$ cat src/rtl/serial_link_arbiter.sv
// Round-robin arbiter and sequencer sharing one serial byte link between
// NUM_REQ requesters. Each transfer grants one requester, shifts its byte out
// LSB-first behind a one-cycle start strobe, then waits for the deserializer's
// done pulse (or a timeout) before pulsing ack (or err) back to the requester.
//
// Ports:
//   clk        rising-edge clock
//   rst        synchronous active-high reset
//   req        per-requester request level, held until ack or err
//   req_data   byte for requester i at bits [8i+7:8i]
//   ack        one-cycle pulse, transfer for requester i completed
//   err        one-cycle pulse, transfer for requester i timed out
//   busy       high in every state except IDLE
//   grant_id   index of the current or last granted requester
//   link_start start strobe, coincident with bit 0
//   link_data  serial data bit
//   link_done  completion pulse from the deserializer
module serial_link_arbiter #(
  parameter int unsigned NUM_REQ        = 4,
  parameter int unsigned TIMEOUT_CYCLES = 16
) (
  input  logic                       clk,
  input  logic                       rst,
  input  logic [NUM_REQ-1:0]         req,
  input  logic [NUM_REQ*8-1:0]       req_data,
  output logic [NUM_REQ-1:0]         ack,
  output logic [NUM_REQ-1:0]         err,
  output logic                       busy,
  output logic [$clog2(NUM_REQ)-1:0] grant_id,
  output logic                       link_start,
  output logic                       link_data,
  input  logic                       link_done
);

  localparam int unsigned IDW = $clog2(NUM_REQ);
  localparam int unsigned TOW = $clog2(TIMEOUT_CYCLES);

  typedef enum logic [2:0] {
    S_IDLE,
    S_SEND,
    S_WAIT,
    S_ACK,
    S_ERR
  } state_t;

  state_t             state, state_d;
  logic [IDW-1:0]     ptr, ptr_d;
  logic [7:0]         shreg, shreg_d;
  logic [2:0]         bit_cnt, bit_cnt_d;
  logic [TOW-1:0]     to_cnt, to_cnt_d;
  logic [IDW-1:0]     grant_d;
  logic [NUM_REQ-1:0] ack_d, err_d;
  logic               busy_d, link_start_d, link_data_d;

  logic [7:0]         req_bytes [NUM_REQ];
  logic               found;
  logic [IDW-1:0]     win;
  int unsigned        idx;

  // Unpack the flat data bus into per-requester bytes.
  always_comb begin
    for (int unsigned i = 0; i < NUM_REQ; i++) begin
      req_bytes[i] = req_data[i*8 +: 8];
    end
  end

  // Round-robin pick: first set request scanning ptr, ptr+1, ... modulo NUM_REQ.
  always_comb begin
    found = 1'b0;
    win   = '0;
    idx   = 0;
    for (int unsigned i = 0; i < NUM_REQ; i++) begin
      idx = 32'(ptr) + i;
      if (idx >= NUM_REQ) idx = idx - NUM_REQ;
      if (!found && req[IDW'(idx)]) begin
        found = 1'b1;
        win   = IDW'(idx);
      end
    end
  end

  // Next-state and registered-output logic.
  always_comb begin
    state_d      = state;
    ptr_d        = ptr;
    shreg_d      = shreg;
    bit_cnt_d    = bit_cnt;
    to_cnt_d     = to_cnt;
    grant_d      = grant_id;
    ack_d        = '0;
    err_d        = '0;
    link_start_d = 1'b0;
    link_data_d  = 1'b0;

    case (state)
      S_IDLE: begin
        if (found) begin
          state_d      = S_SEND;
          grant_d      = win;
          ptr_d        = (32'(win) + 32'd1 >= NUM_REQ) ? '0 : IDW'(32'(win) + 32'd1);
          // Bit 0 goes straight onto the link; the register keeps the rest.
          link_data_d  = req_bytes[win][0];
          link_start_d = 1'b1;
          shreg_d      = {1'b0, req_bytes[win][7:1]};
          bit_cnt_d    = 3'd0;
        end
      end
      S_SEND: begin
        if (bit_cnt == 3'd7) begin
          state_d  = S_WAIT;
          to_cnt_d = '0;
        end else begin
          bit_cnt_d   = bit_cnt + 3'd1;
          link_data_d = shreg[0];
          shreg_d     = {1'b0, shreg[7:1]};
        end
      end
      S_WAIT: begin
        // Done takes priority over a timeout landing in the same cycle.
        if (link_done) begin
          state_d         = S_ACK;
          ack_d[grant_id] = 1'b1;
        end else if (to_cnt == TOW'(TIMEOUT_CYCLES - 1)) begin
          state_d         = S_ERR;
          err_d[grant_id] = 1'b1;
        end else begin
          to_cnt_d = to_cnt + TOW'(1);
        end
      end
      S_ACK:   state_d = S_IDLE;
      S_ERR:   state_d = S_IDLE;
      default: state_d = S_IDLE;
    endcase

    busy_d = (state_d != S_IDLE);
  end

  // State and output registers.
  always_ff @(posedge clk) begin
    if (rst) begin
      state      <= S_IDLE;
      ptr        <= '0;
      shreg      <= '0;
      bit_cnt    <= '0;
      to_cnt     <= '0;
      grant_id   <= '0;
      ack        <= '0;
      err        <= '0;
      busy       <= 1'b0;
      link_start <= 1'b0;
      link_data  <= 1'b0;
    end else begin
      state      <= state_d;
      ptr        <= ptr_d;
      shreg      <= shreg_d;
      bit_cnt    <= bit_cnt_d;
      to_cnt     <= to_cnt_d;
      grant_id   <= grant_d;
      ack        <= ack_d;
      err        <= err_d;
      busy       <= busy_d;
      link_start <= link_start_d;
      link_data  <= link_data_d;
    end
  end

endmodule

$ cat config.mk
export PLATFORM = sky130hd
export DESIGN_NAME = serial_link_arbiter
export DESIGN_NICKNAME = d
export VERILOG_FILES = /design/src/rtl/serial_link_arbiter.sv
export SDC_FILE = /design/constraint.sdc
export NUM_CORES = 1
export LEC_CHECK = 0
export ABC_AREA = 1
export CAP_MARGIN = 20
export CORE_MARGIN = 10
export CORE_UTILIZATION = 35
export CTS_CLUSTER_DIAMETER = 80
export DETAILED_ROUTE_END_ITERATION = 8
export PLACE_DENSITY = 0.65
export SYNTH_ARGS = -nofsm -noshare
export SYNTH_HDL_FRONTEND = slang
export SYNTH_SLANG_ARGS = --single-unit
$ cat constraint.sdc
create_clock -name clk -period 1.65 [get_ports clk]
set_input_delay 0.4125 -clock clk [delete_from_list [all_inputs] [get_ports clk]]
set_output_delay 0.4125 -clock clk [all_outputs]
set_load 0.01 [all_outputs]
# Word-level counts from Yosys, hierarchy flattened
# Cells that the tools add are included.
# W data, S select, Z words.
[totals]
out_inout_bits = 13
inputBits = 39
elab_cells = 109
ff_bits = 33
[op_classes]
eq_ne = 9
mux = 45
n_bitwise = 5
magnitude_cmp = 12
n_reduce_logical = 17
n_addsub = 10
[op_table]
columns = ["operator", "n"]
rows = [
  ["$ge A32 B3 Y1 const B", 1],
  ["$mux W8", 4],
  ["$mux W2", 9],
  ["$mux W3", 6],
  ["$bmux W8 S2", 1],
  ["$pmux W8 S2", 1],
  ["$lt A2 B3 Y1 const B", 5],
  ["$ge A3 B3 Y1 const B", 4],
  ["$mux W1", 12],
  ["$mux W4", 3],
  ["$ne A2 B2 Y1 const B", 5],
  ["$pmux W3 S3", 1],
  ["$bmux W1 S2", 4],
  ["$pmux W4 S2", 1],
  ["$sub A2 B1 Y2 const B", 4],
  ["$add A2 B1 Y3 const B", 2],
  ["$add A2 B2 Y3 const B", 2],
  ["$pmux W3 S2", 1],
  ["$add A4 B1 Y4 const B", 1],
  ["$eq A4 B4 Y1 const B", 1],
  ["$logic_and A1 B1 Y1", 4],
  ["$not A1 Y1", 4],
  ["$reduce_and A4 Y1", 1],
  ["$reduce_bool A2 Y1", 2],
  ["other kinds (17)", 19],
]

# Logic depth before layout (Yosys ltp)
# Gate-level depths: netlist (run 1).
[depth]
ltp_word = 20
mapped_depth = 15
mapped_depth_nobuf = 14

# Least setup slack after synthesis (run 1)
# OpenSTA, ideal clock, no wires.
[synth_path]
kind = "flip-flop to flip-flop"
from = "register ptr[0]"
to = "register busy"
arrival_ns = 1.552
setup_time_ns = 0.110
required_ns = 1.540
setup_slack_ns = -0.012
path_buffers = 2
path_stages_with_launch = 16
period_less_slack_ns = 1.662
path_cell_list = "dfxtp_1 > buf_6 > inv_6 > nand2_1 > nand2_2 > nand2_2 > nand2_4 > nor2_8 > nand3_4 > nand2_4 > inv_4 > nor2_8 > buf_6 > nand4_1 > nand2_1 > inv_1"
[synth_between]
elab_chain_len = 17
word_cells_on_any_way = 36
classes_between = "7 x add/sub; 4 x order compare; 18 x mux; 7 x reduce/logical"
[synth_rtl]
columns = ["element", "line", "source"]
rows = [
  ["from (decl)", "47", "logic [IDW-1:0] ptr, ptr_d;"],
  ["from (signal assigned)", "154", "ptr <= ptr_d;"],
  ["parallel branches: the longest is 13 deep, another holds $add A2 B1 Y3", "--", ""],
  ["$mux W1 *", "75", "if (!found && req[IDW'(idx)]) begin"],
  ["$mux W3 *", "97", "if (found) begin"],
  ["$pmux W3 S3 *", "95", "case (state)"],
  ["$reduce_bool A3 Y1 *", "135", "busy_d = (state_d != S_IDLE);"],
  ["to (signal assigned)", "161", "busy <= busy_d;"],
  ["to (decl)", "28", "output logic busy,"],
]
# Every way passes the cells marked *. The select of a mux whose other input is x is not followed.
# A chain may end at the register's enable or synchronous reset.

# Final worst setup path (run 1)
[layout_path]
from = "register ptr[0]"
to = "register shreg[3]"
[layout_between]
elab_chain_len = 20
word_cells_on_any_way = 45
classes_between = "7 x add/sub; 4 x order compare; 1 x eq/ne; 25 x mux; 1 x bitwise; 7 x reduce/logical"
[layout_rtl]
columns = ["element", "line", "source"]
rows = [
  ["parallel branches: the longest is 20 deep, another holds $add A2 B1 Y3", "--", ""],
  ["to (signal assigned)", "155", "shreg <= shreg_d;"],
  ["to (decl)", "48", "logic [7:0] shreg, shreg_d;"],
]
# Parallel ways; which one is timed is not known. The select of a mux whose other input is x is not followed.

==> results of run 1 <==
==> flip-flops by register name (all words and copies together) (netlist names), 2 cells and up <==
name / cells
to_cnt: 4
ack: 4
err: 4
grant_id: 2
ptr: 2
state: 3
bit_cnt: 3
shreg: 7
==> layout make-up <==
| type | instances | share of cell area [%] |
|---|---|---|
| Timing Repair inverter | 1 | 0.265 |
| Sequential cell | 32 | 19.5 |
| Tap cell | 70 | 2.65 |
| Clock inverter | 2 | 1.06 |
| Clock buffer | 6 | 2.20 |
| Inverter | 35 | 4.59 |
| Timing Repair Buffer | 92 | 28.3 |
| Multi-Input combinational cell | 202 | 41.4 |
==> kinds of logic after synthesis <==
| kind of cell | after synthesis | share of synthesized area [%] |
|---|---|---|
| compound gates | 35 | 9.61 |
| xor+xnor | 1 | 0.455 |
| fa+ha+maj | 3 | 1.95 |
| buf+inv | 44 | 10.9 |
| flops | 32 | 33.2 |
| simple gates | 163 | 43.8 |
==> report_power, final <==
group	switching [mW]	total (mW)	internal [mW]
registers	0.114	1.07	0.954
clock network	0.278	0.725	0.447
logic	2.56	4.81	2.26
total	2.95	6.61	3.66
==> cell usage after synthesis, drive strengths merged <==
cell	instances	area, um2
o211a	1	10.0
a211oi	1	7.51
dfxtp	32	641
o21ai	11	55.1
nand2	75	337
clkinv	1	5.00
nor3	14	70.1
xnor2	1	8.76
clkbuf	2	7.51
ha	3	37.5
buf	7	62.6
inv	34	135
nand4	17	106
nand3	34	210
nor2	23	121
a21oi	20	100
a31oi	2	12.5
==> final timing paths <==
kind / end / slack (ns) / cells past startpoint
hold reg to reg: shreg[6]$_SDFFE_PP0P_ / 0.47 / 2
hold / removal: shreg[6]$_SDFFE_PP0P_ / 0.47 / 2
setup / recovery: shreg[3]$_SDFFE_PP0P_ / -0.17 / 14
setup reg to reg: shreg[3]$_SDFFE_PP0P_ / -0.17 / 14
==> metal layers <==
metal	vias up	part of all wire (%)	GRT usage [%]	wire [um]
li1	1106	-	-	-
met5	-	0	0	0
met3	6	6.5	3.84	361
met2	47	50	20.5	2780
met4	0	1.0	3.54	58
met1	946	42	14.2	2330
==> worst min-delay path, stage by stage, from the launching register on <==
cell and delay [ns]:
dfxtp_1 0.31, nand2_1 0.06, a21oi_1 0.05
==> repair_timing <==
item / 4_1_cts / 5_1_grt
resized for setup: 76 / 32
gates cloned: 2 / 1
setup endpoints to repair: 17 / 23
pin swaps: 29 / 25
setup buffers: 8 / 5
==> cells in the final DEF (no fill, tap or decap), types with 4 or more instances in the layout <==
master,count
a21oi_1,8
a21oi_2,12
buf_4,25
buf_6,10
clkbuf_8,5
clkdlybuf4s50_1,47
dfxtp_1,30
dlygate4sd2_1,4
inv_1,25
inv_2,6
nand2_1,36
nand2_2,27
nand2_4,12
nand3_1,9
nand3_2,21
nand3_4,4
nand4_1,17
nor2_1,19
nor3_1,12
o21ai_0,4
o21ai_1,4
==> results by group, run 1 <==
Cells and area
  – Relative area change from synthesis to final layout: 71.2%
  – Share of the core filled with cells: 63.0%
  – Fraction of final layout cells sized beyond drive strength 1: 39.5%
  – Number of standard cells in the layout, taps in and fillers out: 440
  – Finished Cell Area: 3300 um2
  – Layout net count: 411
  – FF+latch area: 643 um2
  – Area of the multi-input gates: 1370 um2
  – Filler cell count: 452
  – Diode insertion count for antenna repair: 0

Route
  – Total wirelength of the detailed-routed design: 5530 um
  – Drc violations: 0
  – Initial detailed-routing violation count: 66
  – Via count: 2105
  – Antenna-violating nets left: 0
  – Length of the first detailed-routing pass in iterations: 4
  – Average wire per standard cell: 12.6 um
  – Via density: 4.78

Worst setup path
  – Critical-path maximum fanout: 10
  – Buffers and inverters on the worst path: 4
  – Cell type with the highest occurrence count on the critical path: nand2_4
  – Dominant delay contributor by cell family on the critical path: simple AND/OR/NAND/NOR gates
  – Nature of the critical path endpoint: flip-flop
  – Start of the worst register-to-register path: ptr[0]$_SDFFE_PP0P_
  – Crit path launch: ptr[0]$_SDFFE_PP0P_
  – Arrival time at the worst endpoint: 1.98 ns
  – Crit Path Class: flip-flop to flip-flop
  – Highest cell delay on the worst timing path: 0.35 ns
  – Startpoint class of the critical path: flip-flop
  – Data required time at the worst endpoint: 1.81 ns
  – Ordered list of cells on the worst path: buf_6 > inv_6 > nand2_1 > nand2_2 > nand2_4 > nand2_4 > nor2_8 > nand3_4 > nand2_4 > inv_4 > nor2_8 > inv_6 > o21ai_0 > a21oi_2
  – Cell with the largest stage delay on the worst path: dfxtp_2

Place
  – Setup Slack @ Placement: -0.533 ns
  – Cell Area, Placed: 2690 um2
  – Placed Cells: 416
  – Placer congestion estimate: 0.774
  – Port-buffer cells: 51
  – Detailed-placement wirelength estimate: 3940 um

Floorplanning
  – Die outline area: 8870 um2
  – Placement Rows: 26
  – Core Footprint: 5240 um2
  – I/O pin total: 52
  – Die X: 94.2 um
  – Die outline height: 94.2 um
  – Starting density of the core: 36.8%

CTS
  – Number of clock sinks: 32
  – Clock insertion delay at the later pin of the skew report: 0.28 ns
  – Deepest clock path buffer count: 2
  – Total clock buffers created by CTS: 5
  – Post-cts hold buffer count: 0
  – H-tree depth: 2
  – Clock tree from TritonCTS: done
  – Clock slew at reported path FFs: 0.07 ns
  – Clock root buffer: clkbuf_8

Synth
  – Net Count, Synth: 320
  – Number of synthesis warnings: 0
  – Synthesized area per cell: 6.93 um2
  – Part of the Yosys area used for sequential elements: 33.2%
  – Flip-flop and latch count after synthesis: 32
  – Cell area after synthesis: 1930 um2
  – Post-synthesis instance total: 278
  – Synth unique cells: 28

Pwr
  – Ratio of total power to cell area: 2000 nW/um2
  – Total power after layout: 6.61 mW
  – Pleak: 1.47 nW
  – Worst supply voltage drop on vdd: 1.08 mV

Global route
  – Initial antenna violation count: 0
  – Global routing usage summed across all routing layers: 12.1%
  – Via count of the first global-routing pass: 2063
  – First-pass GRT wire length: 9070 um
  – Pin count of the biggest net entering global routing: 18
  – Total grt overflow: 0

Timing
  – Total negative setup slack: -1.19 ns
  – Setup Viol. Count Final: 13
  – Final hold violation count: 0
  – Worst relative slew slack: 85.1%
  – Min cycle time layout: 1.82 ns
  – Count of final max-slew check failures: 0
  – Setup ws final: -0.167 ns
  – Final period util: 110%
  – Unrepaired setup endpoints after global routing: true
  – Max Freq: 550 MHz
  – Hold_ws: 0.470 ns
  – Clock skew: 0.00736 ns
  – Slew at the pin with the worst max-slew slack: 0.222 ns

Outcome
  – Run status: complete, but fails checks
  – Violations in the final reports: negative setup slack

Hold path
  – Start point of the worst hold path: shreg[6]$_SDFFE_PP0P_
  – Class of the worst hold path: flip-flop to flip-flop

Flow run
  – Number of maximum-capacitance constraint violations: 0
Power figures use the tool's default switching activity.
==> run 2, diff against run 1 <==
ABC_AREA = 0   (was 1)
PLACE_DENSITY = 0.67   (was 0.65)
SETUP_SLACK_MARGIN = 0.1   (was not set)
==> run 2 against run 1 <==
- critical path type is now input pin to flip-flop
- clock-buffer cell count down 1
- first-iteration DRC count up 89%
- the run now ends clean
- flip-flop and latch count unchanged
- final cell count down 15%
- combinational power down 87%
- sequential share of layout area up 2.9 points
- clock power up 3.7%
- hold slack about the same
- die area down 8.6%
- critical endpoint is now shreg[4]$_SDFFE_PP0P_
==> results by group, run 2 <==
Cells and area
  – Fraction of final layout cells sized beyond drive strength 1: 30.2% (was 39.5%)
  – Filler cell count: 407 (was 452)
  – Relative area change from synthesis to final layout: 69.3% (was 71.2%)
  – Commonest cells after routing, fill and taps aside: 34 x clkdlybuf4s50_1, 34 x buf_4, 25 x dfxtp_1 (was 47 x clkdlybuf4s50_1, 36 x nand2_1, 30 x dfxtp_1)
  – Layout net count: 346 (was 411)
  – Finished Cell Area: 2910 um2 (was 3300 um2)
  – Register bank with the most flops: shreg (unchanged)
  – Largest register FFs: 7 (unchanged)
  – Diode insertion count for antenna repair: 0 (unchanged)

Worst setup path
  – Startpoint class of the critical path: input pin (was flip-flop)
  – Data required time at the worst endpoint: 1.88 ns (was 1.81 ns)
  – Cell with the largest stage delay on the worst path: or4_4 (was dfxtp_2)
  – Critical path destination: shreg[4]$_SDFFE_PP0P_ (was shreg[3]$_SDFFE_PP0P_)
  – Slack of the worst reg-to-reg path: 0.09 ns (was -0.17 ns)
  – Depth of the worst register-to-register path: 8 (was 14)
  – Endpoint of the lowest-slack register-to-register path: to_cnt[0]$_SDFFE_PP0P_ (was shreg[3]$_SDFFE_PP0P_)
  – Ordered list of cells on the worst path: buf_6 > or4_4 > and3b_2 > nand3_4 > o21a_1 > o211a_1 (was buf_6 > inv_6 > nand2_1 > nand2_2 > nand2_4 > nand2_4 > nor2_8 > nand3_4 > nand2_4 > inv_4 > nor2_8 > inv_6 > o21ai_0 > a21oi_2)
  – Crit Path Class: input pin to flip-flop (was flip-flop to flip-flop)
  – Nature of the critical path endpoint: flip-flop (unchanged)
  – Buffers and inverters on the worst path: 1 (was 4)
  – Number of cells on the critical path: 6 (was 14)
  – Start of the worst register-to-register path: bit_cnt[0]$_SDFFE_PP0P_ (was ptr[0]$_SDFFE_PP0P_)
  – Dominant delay contributor by cell family on the critical path: simple AND/OR/NAND/NOR gates (unchanged)
  – Arrival time at the worst endpoint: 1.81 ns (was 1.98 ns)
  – Highest cell delay on the worst timing path: 0.58 ns (was 0.35 ns)
  – Crit path launch: req[3] (was ptr[0]$_SDFFE_PP0P_)
  – Critical-path maximum fanout: 7 (was 10)

Place
  – Placer congestion estimate: 0.858 (was 0.774)
  – Port-buffer cells: 51 (unchanged)
  – Cell Area, Placed: 2590 um2 (was 2690 um2)
  – Detailed-placement wirelength estimate: 4110 um (was 3940 um)

Timing
  – Hold_ws: 0.470 ns (about the same)
  – Min cycle time layout: 1.59 ns (was 1.82 ns)
  – Clock skew: 0.00324 ns (was 0.00736 ns)
  – Max Freq: 630 MHz (was 550 MHz)
  – Setup Viol. Count Final: 0 (was 13)
  – Slew at the pin with the worst max-slew slack: 0.513 ns (was 0.222 ns)
  – Unrepaired setup endpoints after global routing: true (unchanged)
  – Count of final max-slew check failures: 0 (unchanged)
  – Final period util: 96.2% (was 110%)
  – Worst relative slew slack: 65.7% (was 85.1%)
  – Final hold violation count: 0 (unchanged)

CTS
  – Clock insertion delay at the later pin of the skew report: 0.28 ns (about the same)
  – Total clock buffers created by CTS: 5 (unchanged)
  – Clock slew at reported path FFs: 0.07 ns (about the same)
  – Post-cts hold buffer count: 0 (unchanged)
  – Number of clock sinks: 32 (unchanged)
  – Clock tree from TritonCTS: done (unchanged)
  – Clock root buffer: clkbuf_8 (unchanged)
  – Deepest clock path buffer count: 2 (unchanged)
  – H-tree depth: 2 (unchanged)

Synth
  – Number of enable flip-flop cells after synthesis: 0 (unchanged)
  – Cell area after synthesis: 1720 um2 (was 1930 um2)
  – Flip-flop and latch count after synthesis: 32 (unchanged)
  – Most numerous cell types in the synthesized netlist: 32 x dfxtp_1, 26 x nor2_1, 19 x nand2_1, 17 x a21oi_1, 17 x nand3_1 (was 57 x nand2_1, 32 x dfxtp_1, 29 x inv_1, 29 x nand3_1)
  – Most used flip-flop cell after synthesis: dfxtp_1 (unchanged)
  – Part of the Yosys area used for sequential elements: 37.3% (was 33.2%)
  – Leading area contributor after synthesis: dfxtp_1 (unchanged)
  – Synthesized area per cell: 7.99 um2 (was 6.93 um2)
  – Top-count cell post-synth: dfxtp_1 (was nand2_1)
  – Number of synthesis warnings: 0 (unchanged)
  – Synth unique cells: 51 (was 28)
  – Largest cells by area after synthesis: dfxtp_1 37%, nor2_1 5.7%, a21oi_1 5.0%, nand3_1 5.0%, o21ai_0 4.4% (was dfxtp_1 33%, nand2_1 11%, nand3_1 7.5%, inv_1 5.6%, nand4_1 5.5%)
  – Post-synthesis instance total: 215 (was 278)
  – Net Count, Synth: 257 (was 320)
  – Async set-or-reset flop fraction in the synthesized netlist: 0% (unchanged)
  – Area share of the leading cell type in the synthesized netlist: 37.3% (was 33.2%)

Route
  – Average wire per standard cell: 15.8 um (was 12.6 um)
  – Initial detailed-routing violation count: 125 (was 66)
  – Via density: 5.27 (was 4.78)
  – Total wirelength of the detailed-routed design: 5880 um (was 5530 um)
  – Via count: 1960 (was 2105)
  – Length of the first detailed-routing pass in iterations: 4 (unchanged)
  – Antenna-violating nets left: 0 (unchanged)
  – Drc violations: 0 (unchanged)

Global route
  – Global routing usage summed across all routing layers: 13.8% (was 12.1%)
  – Initial antenna violation count: 0 (unchanged)
  – First-pass GRT wire length: 9400 um (was 9070 um)
  – Via count of the first global-routing pass: 1960 (was 2063)
  – Pin count of the biggest net entering global routing: 14 (was 18)
  – Total grt overflow: 0 (unchanged)

Pwr
  – Worst supply voltage drop on vdd: 0.377 mV (was 1.08 mV)
  – Ratio of total power to cell area: 762 nW/um2 (was 2000 nW/um2)
  – Pleak: 1.31 nW (was 1.47 nW)

Floorplanning
  – Core Footprint: 4750 um2 (was 5240 um2)
  – I/O pin total: 52 (unchanged)
  – Die X: 90.1 um (was 94.2 um)
  – Starting density of the core: 36.1% (was 36.8%)
  – Die outline height: 90.1 um (was 94.2 um)
  – Placement Rows: 25 (was 26)
  – Die outline area: 8110 um2 (was 8870 um2)

Outcome
  – Run status: completed (was complete, but fails checks)

Flow run
  – Number of maximum-capacitance constraint violations: 0 (unchanged)

Hold path
  – Worst Hold Depth: 2 (unchanged)
  – Class of the worst hold path: flip-flop to flip-flop (unchanged)
run 2: what timing repair did:
item                       in CTS  in global routing
pin swaps                       7                 10
buffers inserted                3                  0
gates cloned                    1                  0
setup endpoints to repair      27                 22
gates resized for setup        41                 36
run 2: worst min-delay path: stages (launching register included):
cell	delay, ns
dfxtp_2	0.34
nand2_1	0.05
a21oi_1	0.05
run 2: layout make-up:
class / count / area, um2 / area share, %
Clock buffer: 5 / 68.8 / 2.37
Clock inverter: 3 / 42.5 / 1.46
Inverter: 4 / 15.0 / 0.516
Multi-Input combinational cell: 170 / 1190 / 41.0
Sequential cell: 32 / 652 / 22.4
Tap cell: 67 / 83.8 / 2.88
Timing Repair Buffer: 91 / 853 / 29.3
run 2: cell families (layout without fill, tap and decap cells):
family,after synthesis,in the layout,synth area share (%)
compound gates,69,70,27.2
xor+xnor,1,1,0.510
flops,32,32,37.3
buf+inv,14,103,3.50
fa+ha+maj,3,3,2.19
simple gates,95,95,28.8
mux,1,1,0.583
run 2: how the worst min path moves through the flow:
stage	startpoint	to	slack, ns
2_1_floorplan	bit_cnt[1]$_SDFFE_PP0P_	bit_cnt[1]$_SDFFE_PP0P_	0.44
3_5_place_dp	bit_cnt[1]$_SDFFE_PP0P_	bit_cnt[1]$_SDFFE_PP0P_	0.45
5_1_grt	bit_cnt[1]$_SDFFE_PP0P_	bit_cnt[1]$_SDFFE_PP0P_	0.48
6_report	bit_cnt[1]$_SDFFE_PP0P_	bit_cnt[1]$_SDFFE_PP0P_	0.47
3_3_place_gp	bit_cnt[2]$_SDFFE_PP0P_	bit_cnt[2]$_SDFFE_PP0P_	0.44
4_1_cts	bit_cnt[1]$_SDFFE_PP0P_	bit_cnt[1]$_SDFFE_PP0P_	0.47
run 2: layer usage:
metal / share of wire [%] / up-vias / wire length (um) / GRT usage (%)
met5: 0 / - / 0 / 0
met4: 2.2 / 0 / 131 / 6.23
met3: 3.7 / 10 / 218 / 2.58
met2: 49 / 58 / 2900 / 23.8
met1: 45 / 915 / 2630 / 16.1
li1: - / 977 / - / -
run 2: stage by stage:
stage / TNS (ns) / setup slack [ns] / total power, mW / std cells / util [%]
floorplan: -0.257 / -0.0422 / 1.12 / 215 / -
global placement: -8.98 / -0.554 / 1.40 / 360 / 54.5
detailed placement: -9.33 / -0.608 / 1.41 / 360 / 54.5
CTS: 0 / 0.0664 / 2.18 / 372 / 58.5
global route: -0.00436 / -0.00436 / 2.33 / 372 / 61.2
finish: 0 / 0.0631 / 2.22 / 372 / 61.2
run 2: power breakdown:
group	internal, mW	total (mW)	leakage [nW]	switching, mW
clock	0.447	0.752	0.0541	0.306
combinational	0.329	0.608	0.987	0.278
sequential	0.818	0.857	0.264	0.0388
==> run 3, diff against run 2 <==
CTS_CLUSTER_DIAMETER = not set   (was 80)
==> results of run 3 <==
The final DEF is identical to that of run 2; final timing and power are the same.
